### config.mk
export PLATFORM = sky130hd
export DESIGN_NAME = load_store_unit
export DESIGN_NICKNAME = d
export VERILOG_FILES = /design/src/rtl/lsu_pkg.sv /design/src/rtl/lsu_align.sv /design/src/rtl/load_store_unit.sv
export SDC_FILE = /design/constraint.sdc
export NUM_CORES = 1
export LEC_CHECK = 0
export ABC_AREA = 0
export BUFFER_PORTS_ARGS = -buffer_cell sky130_fd_sc_hd__buf_2
export CORE_MARGIN = 2
export CORE_UTILIZATION = 45
export CTS_BUF_LIST = sky130_fd_sc_hd__clkbuf_4 sky130_fd_sc_hd__clkbuf_8
export CTS_CLUSTER_DIAMETER = 150
export CTS_CLUSTER_SIZE = 30
export DETAILED_ROUTE_END_ITERATION = 12
export PLACE_DENSITY = 0.72
export SETUP_SLACK_MARGIN = 0.2
export SLEW_MARGIN = 0
export SYNTH_ARGS = -nofsm -noshare
export SYNTH_HDL_FRONTEND = slang
export SYNTH_SLANG_ARGS = --single-unit
### constraint.sdc
create_clock -name clk -period 3.9 [get_ports clk]
set_input_delay 0.39 -clock clk [delete_from_list [all_inputs] [get_ports clk]]
set_output_delay 0.39 -clock clk [all_outputs]
set_load 0.02 [all_outputs]
### src/rtl/lsu_pkg.sv
// lsu_pkg: shared encodings for the load/store unit.
//   - funct3 load codes and store size codes as decoded by the controller
//   - internal access-size encoding and byte-enable base patterns
//   - FSM state type (IDLE, BUSY, DONE)
//   - helpers mapping a request onto its access size and offset mask
package lsu_pkg;

  // Load types (funct3).
  localparam logic [2:0] LD_LB  = 3'b000;
  localparam logic [2:0] LD_LH  = 3'b001;
  localparam logic [2:0] LD_LW  = 3'b010;
  localparam logic [2:0] LD_LBU = 3'b100;
  localparam logic [2:0] LD_LHU = 3'b101;

  // Store sizes.
  localparam logic [1:0] ST_SB = 2'b00;
  localparam logic [1:0] ST_SH = 2'b01;
  localparam logic [1:0] ST_SW = 2'b10;

  // Internal access size.
  localparam logic [1:0] SZ_BYTE = 2'b00;
  localparam logic [1:0] SZ_HALF = 2'b01;
  localparam logic [1:0] SZ_WORD = 2'b10;

  // Byte-enable patterns before shifting by the lane offset.
  localparam logic [3:0] BE_BYTE = 4'b0001;
  localparam logic [3:0] BE_HALF = 4'b0011;
  localparam logic [3:0] BE_WORD = 4'b1111;

  typedef enum logic [1:0] {
    LSU_IDLE = 2'd0,
    LSU_BUSY = 2'd1,
    LSU_DONE = 2'd2
  } lsu_state_e;

  // Loads and stores share the low two bits as the size field; any code
  // that is not byte or half (including reserved ones) is a word access.
  function automatic logic [1:0] access_size(input logic       is_store,
                                             input logic [2:0] ld,
                                             input logic [1:0] st);
    logic [1:0] code;
    code = is_store ? st : ld[1:0];
    case (code)
      2'b00:   return SZ_BYTE;
      2'b01:   return SZ_HALF;
      default: return SZ_WORD;
    endcase
  endfunction

  // Address bits that survive alignment for a given access size.
  function automatic logic [1:0] offset_mask(input logic [1:0] size);
    case (size)
      SZ_BYTE: return 2'b11;
      SZ_HALF: return 2'b10;
      default: return 2'b00;
    endcase
  endfunction

endpackage

### src/rtl/lsu_align.sv
// lsu_align: combinational lane steering for the load/store unit.
// Write side: size_i/wr_off_i/wdata_i -> be_o (byte enables) and wdata_o
//   (data replicated across every lane the access could occupy).
// Read side: ld_type_i/rd_off_i/rdata_i -> rdata_o, the selected byte or
//   half, sign- or zero-extended; lw and reserved codes pass the word.
module lsu_align
  import lsu_pkg::*;
(
  input  logic [1:0]  size_i,
  input  logic [1:0]  wr_off_i,
  input  logic [31:0] wdata_i,
  output logic [3:0]  be_o,
  output logic [31:0] wdata_o,
  input  logic [2:0]  ld_type_i,
  input  logic [1:0]  rd_off_i,
  input  logic [31:0] rdata_i,
  output logic [31:0] rdata_o
);

  always_comb begin
    be_o    = BE_WORD;
    wdata_o = wdata_i;
    case (size_i)
      SZ_BYTE: begin
        be_o    = BE_BYTE << wr_off_i;
        wdata_o = {4{wdata_i[7:0]}};
      end
      SZ_HALF: begin
        be_o    = BE_HALF << wr_off_i;
        wdata_o = {2{wdata_i[15:0]}};
      end
      default: begin
        be_o    = BE_WORD;
        wdata_o = wdata_i;
      end
    endcase
  end

  logic [31:0] shifted;
  logic [7:0]  byte_v;
  logic [15:0] half_v;

  always_comb begin
    // Bring the addressed lane down to bit 0 before extension.
    shifted = rdata_i >> {rd_off_i, 3'b000};
    byte_v  = shifted[7:0];
    half_v  = shifted[15:0];
    case (ld_type_i)
      LD_LB:   rdata_o = {{24{byte_v[7]}}, byte_v};
      LD_LH:   rdata_o = {{16{half_v[15]}}, half_v};
      LD_LBU:  rdata_o = {24'd0, byte_v};
      LD_LHU:  rdata_o = {16'd0, half_v};
      default: rdata_o = rdata_i;
    endcase
  end

endmodule

### src/rtl/load_store_unit.sv
// load_store_unit: data-memory access stage of the RISC-V core.
// Inputs : clk, reset_n (async, active low), MemRead, MemWrite, Load[2:0],
//          Store[1:0], ALUResult[31:0] (byte address), WriteData[31:0],
//          mem_ack, mem_rdata[31:0].
// Outputs: ReadData[31:0], Stall, MisalignedFault, BusFault, mem_req, mem_we,
//          mem_addr[31:0], mem_be[3:0], mem_wdata[31:0], dbg_state_o (FSM).
// Parameter TIMEOUT: BUSY cycles to wait for mem_ack before aborting (0 = off).
// Macro LSU_MISALIGN_TRAP_EN: when defined, misaligned accesses are refused and
//   flagged on MisalignedFault; otherwise they are silently aligned down.
//
// Handshake: mem_req rises on entry to BUSY with mem_we/addr/be/wdata stable
// and held until mem_ack is seen high on a rising edge while in BUSY; mem_rdata
// is sampled on that same edge. mem_ack at any other time is ignored.
module load_store_unit
  import lsu_pkg::*;
#(
  parameter int unsigned TIMEOUT = 255
) (
  input  logic        clk,
  input  logic        reset_n,
  input  logic        MemRead,
  input  logic        MemWrite,
  input  logic [2:0]  Load,
  input  logic [1:0]  Store,
  input  logic [31:0] ALUResult,
  input  logic [31:0] WriteData,
  output logic [31:0] ReadData,
  output logic        Stall,
  output logic        MisalignedFault,
  output logic        BusFault,
  output logic        mem_req,
  output logic        mem_we,
  output logic [31:0] mem_addr,
  output logic [3:0]  mem_be,
  output logic [31:0] mem_wdata,
  input  logic        mem_ack,
  input  logic [31:0] mem_rdata,
  output lsu_state_e  dbg_state_o
);

  localparam logic [31:0] WD_LIMIT = 32'(TIMEOUT - 1);

  lsu_state_e  state_q, state_d;
  logic        access, is_store, legal, start, timeout;
  logic [1:0]  size, req_off;
  logic [3:0]  al_be;
  logic [31:0] al_wdata, al_rdata;

  logic [31:0] wd_cnt_q;
  logic [2:0]  ld_type_q;
  logic [1:0]  ld_off_q;
  logic        is_load_q;
  logic [31:0] read_data_q;
  logic        bus_fault_q;
  logic        mem_req_q, mem_we_q;
  logic [31:0] mem_addr_q, mem_wdata_q;
  logic [3:0]  mem_be_q;

  // A simultaneous read and write request is treated as a store.
  assign access   = MemRead | MemWrite;
  assign is_store = MemWrite;
  assign size     = access_size(is_store, Load, Store);
  // Offset after clearing the bits below the access size; for a legal
  // access this equals the raw address offset.
  assign req_off  = ALUResult[1:0] & offset_mask(size);

`ifdef LSU_MISALIGN_TRAP_EN
  logic misaligned, trap_now;
  assign misaligned = ((size == SZ_HALF) & ALUResult[0]) |
                      ((size == SZ_WORD) & (|ALUResult[1:0]));
  assign legal      = ~misaligned;
  assign trap_now   = (state_q == LSU_IDLE) & access & misaligned;
  assign MisalignedFault = reset_n & trap_now;
`else
  assign legal           = 1'b1;
  assign MisalignedFault = 1'b0;
`endif

  assign start   = (state_q == LSU_IDLE) & access & legal;
  assign timeout = (TIMEOUT != 0) && (state_q == LSU_BUSY) && !mem_ack &&
                   (wd_cnt_q == WD_LIMIT);

  lsu_align u_align (
    .size_i    (size),
    .wr_off_i  (req_off),
    .wdata_i   (WriteData),
    .be_o      (al_be),
    .wdata_o   (al_wdata),
    .ld_type_i (ld_type_q),
    .rd_off_i  (ld_off_q),
    .rdata_i   (mem_rdata),
    .rdata_o   (al_rdata)
  );

  always_ff @(posedge clk or negedge reset_n) begin
    if (!reset_n) state_q <= LSU_IDLE;
    else          state_q <= state_d;
  end

  always_comb begin
    state_d = state_q;
    case (state_q)
      LSU_IDLE: if (start) state_d = LSU_BUSY;
      LSU_BUSY: begin
        if (mem_ack)      state_d = LSU_DONE;
        else if (timeout) state_d = LSU_IDLE;
      end
      LSU_DONE: state_d = LSU_IDLE;
      default:  state_d = LSU_IDLE;
    endcase
  end

  always_ff @(posedge clk or negedge reset_n) begin
    if (!reset_n) begin
      wd_cnt_q    <= '0;
      ld_type_q   <= '0;
      ld_off_q    <= '0;
      is_load_q   <= 1'b0;
      read_data_q <= '0;
      bus_fault_q <= 1'b0;
      mem_req_q   <= 1'b0;
      mem_we_q    <= 1'b0;
      mem_addr_q  <= '0;
      mem_be_q    <= '0;
      mem_wdata_q <= '0;
    end else begin
      bus_fault_q <= timeout;

      if (start) begin
        mem_req_q   <= 1'b1;
        mem_we_q    <= is_store;
        mem_addr_q  <= {ALUResult[31:2], 2'b00};
        mem_be_q    <= al_be;
        mem_wdata_q <= al_wdata;
        ld_type_q   <= Load;
        ld_off_q    <= req_off;
        is_load_q   <= ~is_store;
        wd_cnt_q    <= '0;
      end else if (state_q == LSU_BUSY) begin
        if (mem_ack || timeout) begin
          mem_req_q <= 1'b0;
          mem_we_q  <= 1'b0;
        end
        wd_cnt_q <= wd_cnt_q + 32'd1;
      end

      // Stores leave ReadData untouched so the last load result persists.
      if ((state_q == LSU_BUSY) && mem_ack && is_load_q) read_data_q <= al_rdata;
      else if (timeout)                                  read_data_q <= '0;
`ifdef LSU_MISALIGN_TRAP_EN
      else if (trap_now)                                 read_data_q <= '0;
`endif
    end
  end

  // Gating with reset_n keeps Stall at 0 while reset is held, even if the
  // controller is still presenting an access.
  assign Stall       = reset_n & (start | (state_q == LSU_BUSY));
  assign ReadData    = read_data_q;
  assign BusFault    = bus_fault_q;
  assign mem_req     = mem_req_q;
  assign mem_we      = mem_we_q;
  assign mem_addr    = mem_addr_q;
  assign mem_be      = mem_be_q;
  assign mem_wdata   = mem_wdata_q;
  assign dbg_state_o = state_q;

endmodule
After elaboration in Yosys (flattened, before gate mapping)

Cells that the tools add are included.

Bits in registers: 141
Output and inout port bits: 107
Word-level logic and storage cells: 64
Input bits: 106

Equal/unequal tests: 9
Bitwise gates (word level): 6
Add/subtract/negate cells: 1
Shift operators: 3
Muxes and demuxes: 18
Reductions and logical operators: 15

Operator list:

| operator              | count |
|---|---|
| $mux 32               | 4 |
| $pmux 32 s4           | 1 |
| $pmux 32 s2           | 1 |
| $add 32x1->32 const B | 1 |
| $eq 32x8->1 const B   | 1 |
| $shr 32x5->16         | 1 |
| $pmux 2 s2            | 3 |
| $mux 2                | 4 |
| $pmux 4 s2            | 1 |
| $eq 2x1->1 const B    | 3 |
| $eq 3x3->1 const B    | 2 |
| $logic_not 2->1       | 3 |
| $reduce_bool 2->1     | 3 |
| $logic_and 1x1->1     | 4 |
| $mux 1                | 4 |
| $reduce_and 2->1      | 2 |
| $shl 1x2->4 const A   | 1 |
| $shl 2x2->4 const A   | 1 |
| $eq 3x1->1 const B    | 1 |
| $logic_not 3->1       | 1 |
| $ne 3x3->1 const B    | 1 |
| $and 1x1->1           | 2 |
| $and 2x2->2           | 1 |
| $ne 2x2->1 const B    | 1 |
| other kinds (4)       | 5 |

Depth between registers and ports, before layout

Word-level depth: 8
Mapped depth: 7
Depth with buffers taken out: 5

Hierarchy

From an unflattened synthesis, not the netlist that was laid out.

Cell total of the unflattened synthesis: 830
Area, all modules: 7161.9 um2

Modules (own cells, without submodules):

| module          | seq. area each (um2) | cells each | times used | area an instance (um2) |
|---|---|---|---|---|
| load_store_unit | 3528.4               | 659        | 1          | 5967.0 |
| lsu_align       | 0.0                  | 171        | 1          | 1194.9 |

Worst setup path after synthesis

No wires, ideal clock.

Path kind: register to register
From: register wd_cnt_q[0]
To: register read_data_q[20], in the netlist ReadData[20]
Data required time: 3.776 ns
Library setup time: 0.124 ns
Clock period less this slack: 2.083 ns
Arrival time: 1.959 ns
Buffers on the path: 1
Stages on the path, launching flop included: 7
Path slack: 1.817 ns
Cell sequence: dfrtp_1 -> inv_1 -> ha_1 -> or4b_1 -> o41a_1 -> buf_6 -> a211o_1

Cells in the longest elaborated chain, start to end: 3

Ends and longest elaborated chain:

| item                               | line                   | text |
|---|---|---|
| start: declaration                 | load_store_unit.sv:49  | `logic [31:0] wd_cnt_q;` |
| start signal: assignment           | load_store_unit.sv:144 | `wd_cnt_q <= wd_cnt_q + 32'd1;` |
| $eq 32x8->1                        | load_store_unit.sv:81  | `(wd_cnt_q == WD_LIMIT);` |
| $logic_and 1x1->1                  | load_store_unit.sv:80  | `assign timeout = (TIMEOUT != 0) && (state_q == LSU_BUSY) && !mem_ack &&` |
| $reduce_bool 2->1 (no source line) | -                      |  |
| end signal: assignment             | load_store_unit.sv:148 | `if ((state_q == LSU_BUSY) && mem_ack && is_load_q) read_data_q <= al_rdata;` |
| end: declaration                   | load_store_unit.sv:53  | `logic [31:0] read_data_q;` |

Every way passes these cells.
A chain may end at the register's enable or synchronous reset.

Worst setup path after layout

From: register ld_off_q[1]
To: register read_data_q[8], in the netlist ReadData[8]

Cells in the longest elaborated chain, start to end: 3

Ends and longest elaborated chain:

| item                     | line                   | text |
|---|---|---|
| start: declaration       | load_store_unit.sv:51  | `logic [1:0] ld_off_q;` |
| start signal: assignment | load_store_unit.sv:136 | `ld_off_q <= req_off;` |
| $shr 32x5->16            | lsu_align.sv:45        | `shifted = rdata_i >> {rd_off_i, 3'b000};` |
| $pmux 32 s4              | lsu_align.sv:48        | `case (ld_type_i)` |
| $mux 32                  | load_store_unit.sv:148 |  |

Every way passes these cells.

==> metrics list <==
- At the worst endpoint, the required time is 4.24 ns.
* Post-synthesis instance area: 0.00685 mm^2
- For this design the top-level I/O count stands at 213.
* Hold Crit Start: ALUResult[22]
* Number of routed nets with antenna violations: 0
- Wirelength per Cell: 16.8 um
- The initial antenna violation count is 0.
- Between clock sinks in the finished design, the worst skew comes to 0.0141 ns.
* Detailed placer's ending HPWL: 13,300 um
- Setup total negative slack: 0 ns
- Highest clock frequency the design can meet: 372 MHz
- Run status: finished, final reports clean
- Final Hold Viols: 0
- In this run the mean area of a mapped cell was 9.35 um^2.
- Pwr/cell area: 742 mW/mm^2
* Switching power total: 0.00272 W
* Part of the total power dissipated in sequential elements: 39.4%
- Register area share after synthesis: 51.5%
- Count of flip-flops with a built-in enable after synthesis: 0
- Most used flip-flop cell after synthesis: dfrtp_1
- In this run the core area contains 45 standard-cell rows.
- After filler insertion, the fill cell instance count of the layout stands at 1,390.
* Post-route minimum period: 2.69 ns
* Most used standard cells in the synthesized netlist: nand2_1, dfrtp_1, nor2_1, clkbuf_1, o21ai_0
- FFs w/ async S/R, synth: 100%
- The number of global-route vias before repair came to 5,843.
- TritonCTS created 17 clock buffers.
* Final number of max-transition violations: 0
* Clock latency on the worst-skew pair: 0.45 ns
* Net count of the finished layout: 1,025
- Max-capacitance violation count: 0
- Cell family with most CP delay: compound AO/OA/AOI/OAI gates
* # diodes: 0
* Synthesis warning total: 0
* Std-Cell Core Area: 0.0150 mm^2
- By area the synthesized netlist is led by dfrtp_1, nand2_1, mux2i_1.
- Reg-to-reg setup timing slack: 1.21 ns
- Endpoint type of the worst setup path: register
* Cell with the biggest individual delay on the critical path: a221oi_1
- For this run, the total global-route usage over all layers was measured as 23.4%.
- Critical path start-end classification: reg2reg
- Measured along the y axis, the die boundary spans 127 um.
* Pre-CTS setup slack: 1.28 ns
* Critical Path Source: ld_off_q[1]$_DFFE_PN0P_
- Fraction of synthesized cell area taken by the top area cell type: 51.5%
* Startpoint of the lowest-slack register-to-register path: ld_off_q[1]$_DFFE_PN0P_
- Across all layers, the routed design uses 6,243 vias.
- Summed over all layers, the global routing overflow is 0.
- Die outline area: 0.0162 mm^2
- After layout, the worst path uses 68.9% of the clock period.
- After detailed routing, the number of remaining DRC violations is 0.
- CTS sink count: 141
* Internal power of the cells: 0.00349 W
- After synthesis, the netlist uses 60 different library cells.
- The congestion estimate from routability-driven global placement came to 0.836.
- After clock tree synthesis, the clock-pin slew on the worst setup and hold paths is 0.09 ns.
- VDD IR max: 0.382 mV
- Unrepaired setup endpoints after global routing: false
- CTS tree: done
* CTS resizes: 0
* Count of input and output buffers: 209
- Average vias per placed instance: 5.58
- Sequential cell area in the final layout: 0.00353 mm^2
- Switching fraction of total power: 43.8%
* Horiz. Die Dim: 127 um
- STA puts the critical path data arrival time at 3.03 ns.
- Routed wire length: 18,800 um
- The worst setup path is launched from a register.
* Buf/Inv on CP: 0
* Slew margin rel.: 22.5%
* Post-Syn Instances: 732
- Setup violations remaining at the end of the flow were counted as 0.
- Area occupied by multi-input gates: 0.00308 mm^2
* Clock network fraction of total power: 18.1%
- The most common cell in the synthesized netlist is nand2_1.
- Part of the power in combinational logic: 42.5%
* Area Overhead vs Synth: 22.3%
- Leakage power total: 4.38 nW
- After the first detailed-routing iteration, the DRC count stood at 430.
* Master cell of the clock root buffer: clkbuf_8
- Pin count of the biggest net entering global routing: 99
* Slew at the pin closest to its max-slew limit: 1.16 ns
* Path category of the worst min-delay check: in2reg
- Global-route wire length before repair: 30,100 um
- Starting utilization of the core area: 45.5%
- Cells along the critical path: mux2_2, a221oi_1, o31ai_1, a22o_1
- First-pass detailed-route iteration total: 5
- The post-route netlist has 27.7% of its cells at a drive strength greater than 1.
- Synthesis inferred 141 register bits.
- The number of placed instances, taps included, is 1,085.
* H-tree levels: 4
- Of all nets on the critical path, the largest fanout is 21.
- In this design, the stage delay of the slowest critical-path cell is 0.94 ns.
- Dominant cell type by area after synthesis: dfrtp_1
- CTS Buffer Depth: 2
- Final Worst Setup Slack: 1.21 ns
- Once layout is complete, the cells apart from fillers number 1,118.
sequential cells by signal (all words and copies together) (netlist names):
register and flops:
BusFault 1, ReadData 32, dbg_state_o 2, is_load_q 1
ld_off_q 2, ld_type_q 3, mem_addr 30, mem_be 4
mem_req 1, mem_wdata 32, mem_we 1, wd_cnt_q 32
worst min-delay path, delay by kind of cell:
kind,cells,cell delay (ns)
buffers and inverters,1,0.07
AND/OR/NAND/NOR,2,0.08
what timing repair did:
item	in CTS	in global routing
hold buffers	1	0
hold endpoints to repair	38	0
buffers inserted	0	0
cell families after synthesis:
logic type	share of synthesized area, %
other	0.0548
XOR/XNOR	0.256
AND/OR/NAND/NOR	24.0
multiplexers	3.56
flip-flops	51.5
buffers and inverters	3.80
AO/OA/AOI/OAI	16.4
adder cells (fa/ha/maj)	0.366
per-layer routing:
metal	track usage (%)	part of all wire (%)	vias up
li1	-	-	2991
met1	31.8	44	2972
met2	36.1	46	259
met3	6.74	8.4	21
met4	7.89	1.5	0
met5	0	0	-
power groups by stage:
stage	clock network [W]	registers (W)	logic [W]
floorplan	0	0.00294	0.00125
global placement	0	0.00245	0.00263
detailed placement	0	0.00246	0.00266
CTS	0.00115	0.00244	0.00266
global route	0.00121	0.00253	0.00289
finish	0.00112	0.00245	0.00264
final cells by class:
cell class,count,area share (%)
sequential,141,42.1
multi-input combinational,532,36.8
timing repair buffer,215,13.3
clock buffer,19,3.12
tap,188,2.81
clock inverter,13,1.39
inverter,10,0.448
placed cells by master, fill, tap and decap left out, drive strengths merged, types with 5 or more instances in the layout:
cell type / n
a21oi: 10
o211a: 8
a22o: 10
clkinv: 7
nand4: 11
a22oi: 8
and4: 5
dfrtp: 141
a31oi: 24
o221ai: 7
nor4: 17
nand2: 205
buf: 214
o21ai: 29
clkbuf: 19
a2bb2oi: 8
and3: 20
nand3b: 9
o31ai: 18
nand3: 18
mux2i: 21
nor2: 36
a211o: 16
inv: 12
final timing paths:
kind | cells past startpoint | endpoint
max in group asynchronous | 3 | ld_off_q[1]$_DFFE_PN0P_
min reg2reg | 2 | mem_addr[2]$_DFFE_PN0P_
min in group asynchronous | 2 | ReadData[1]$_DFFE_PN0P_
max | 4 | ReadData[8]$_DFFE_PN0P_
min | 3 | mem_addr[22]$_DFFE_PN0P_
max reg2reg | 4 | ReadData[8]$_DFFE_PN0P_
stage by stage:
step | power (W) | hold WS (ns) | util [%] | area [um^2]
finish | 0.00621 | 0.122 | 55.7 | 8370
global route | 0.00664 | 0.109 | 55.7 | 8370
floorplan | 0.00419 | 0.0944 | - | 6850
detailed placement | 0.00512 | 0.321 | 53.1 | 7990
CTS | 0.00626 | 0.0922 | 55.7 | 8370
global placement | 0.00508 | 0.325 | 53.1 | 7990
Power figures use the tool's default switching activity.
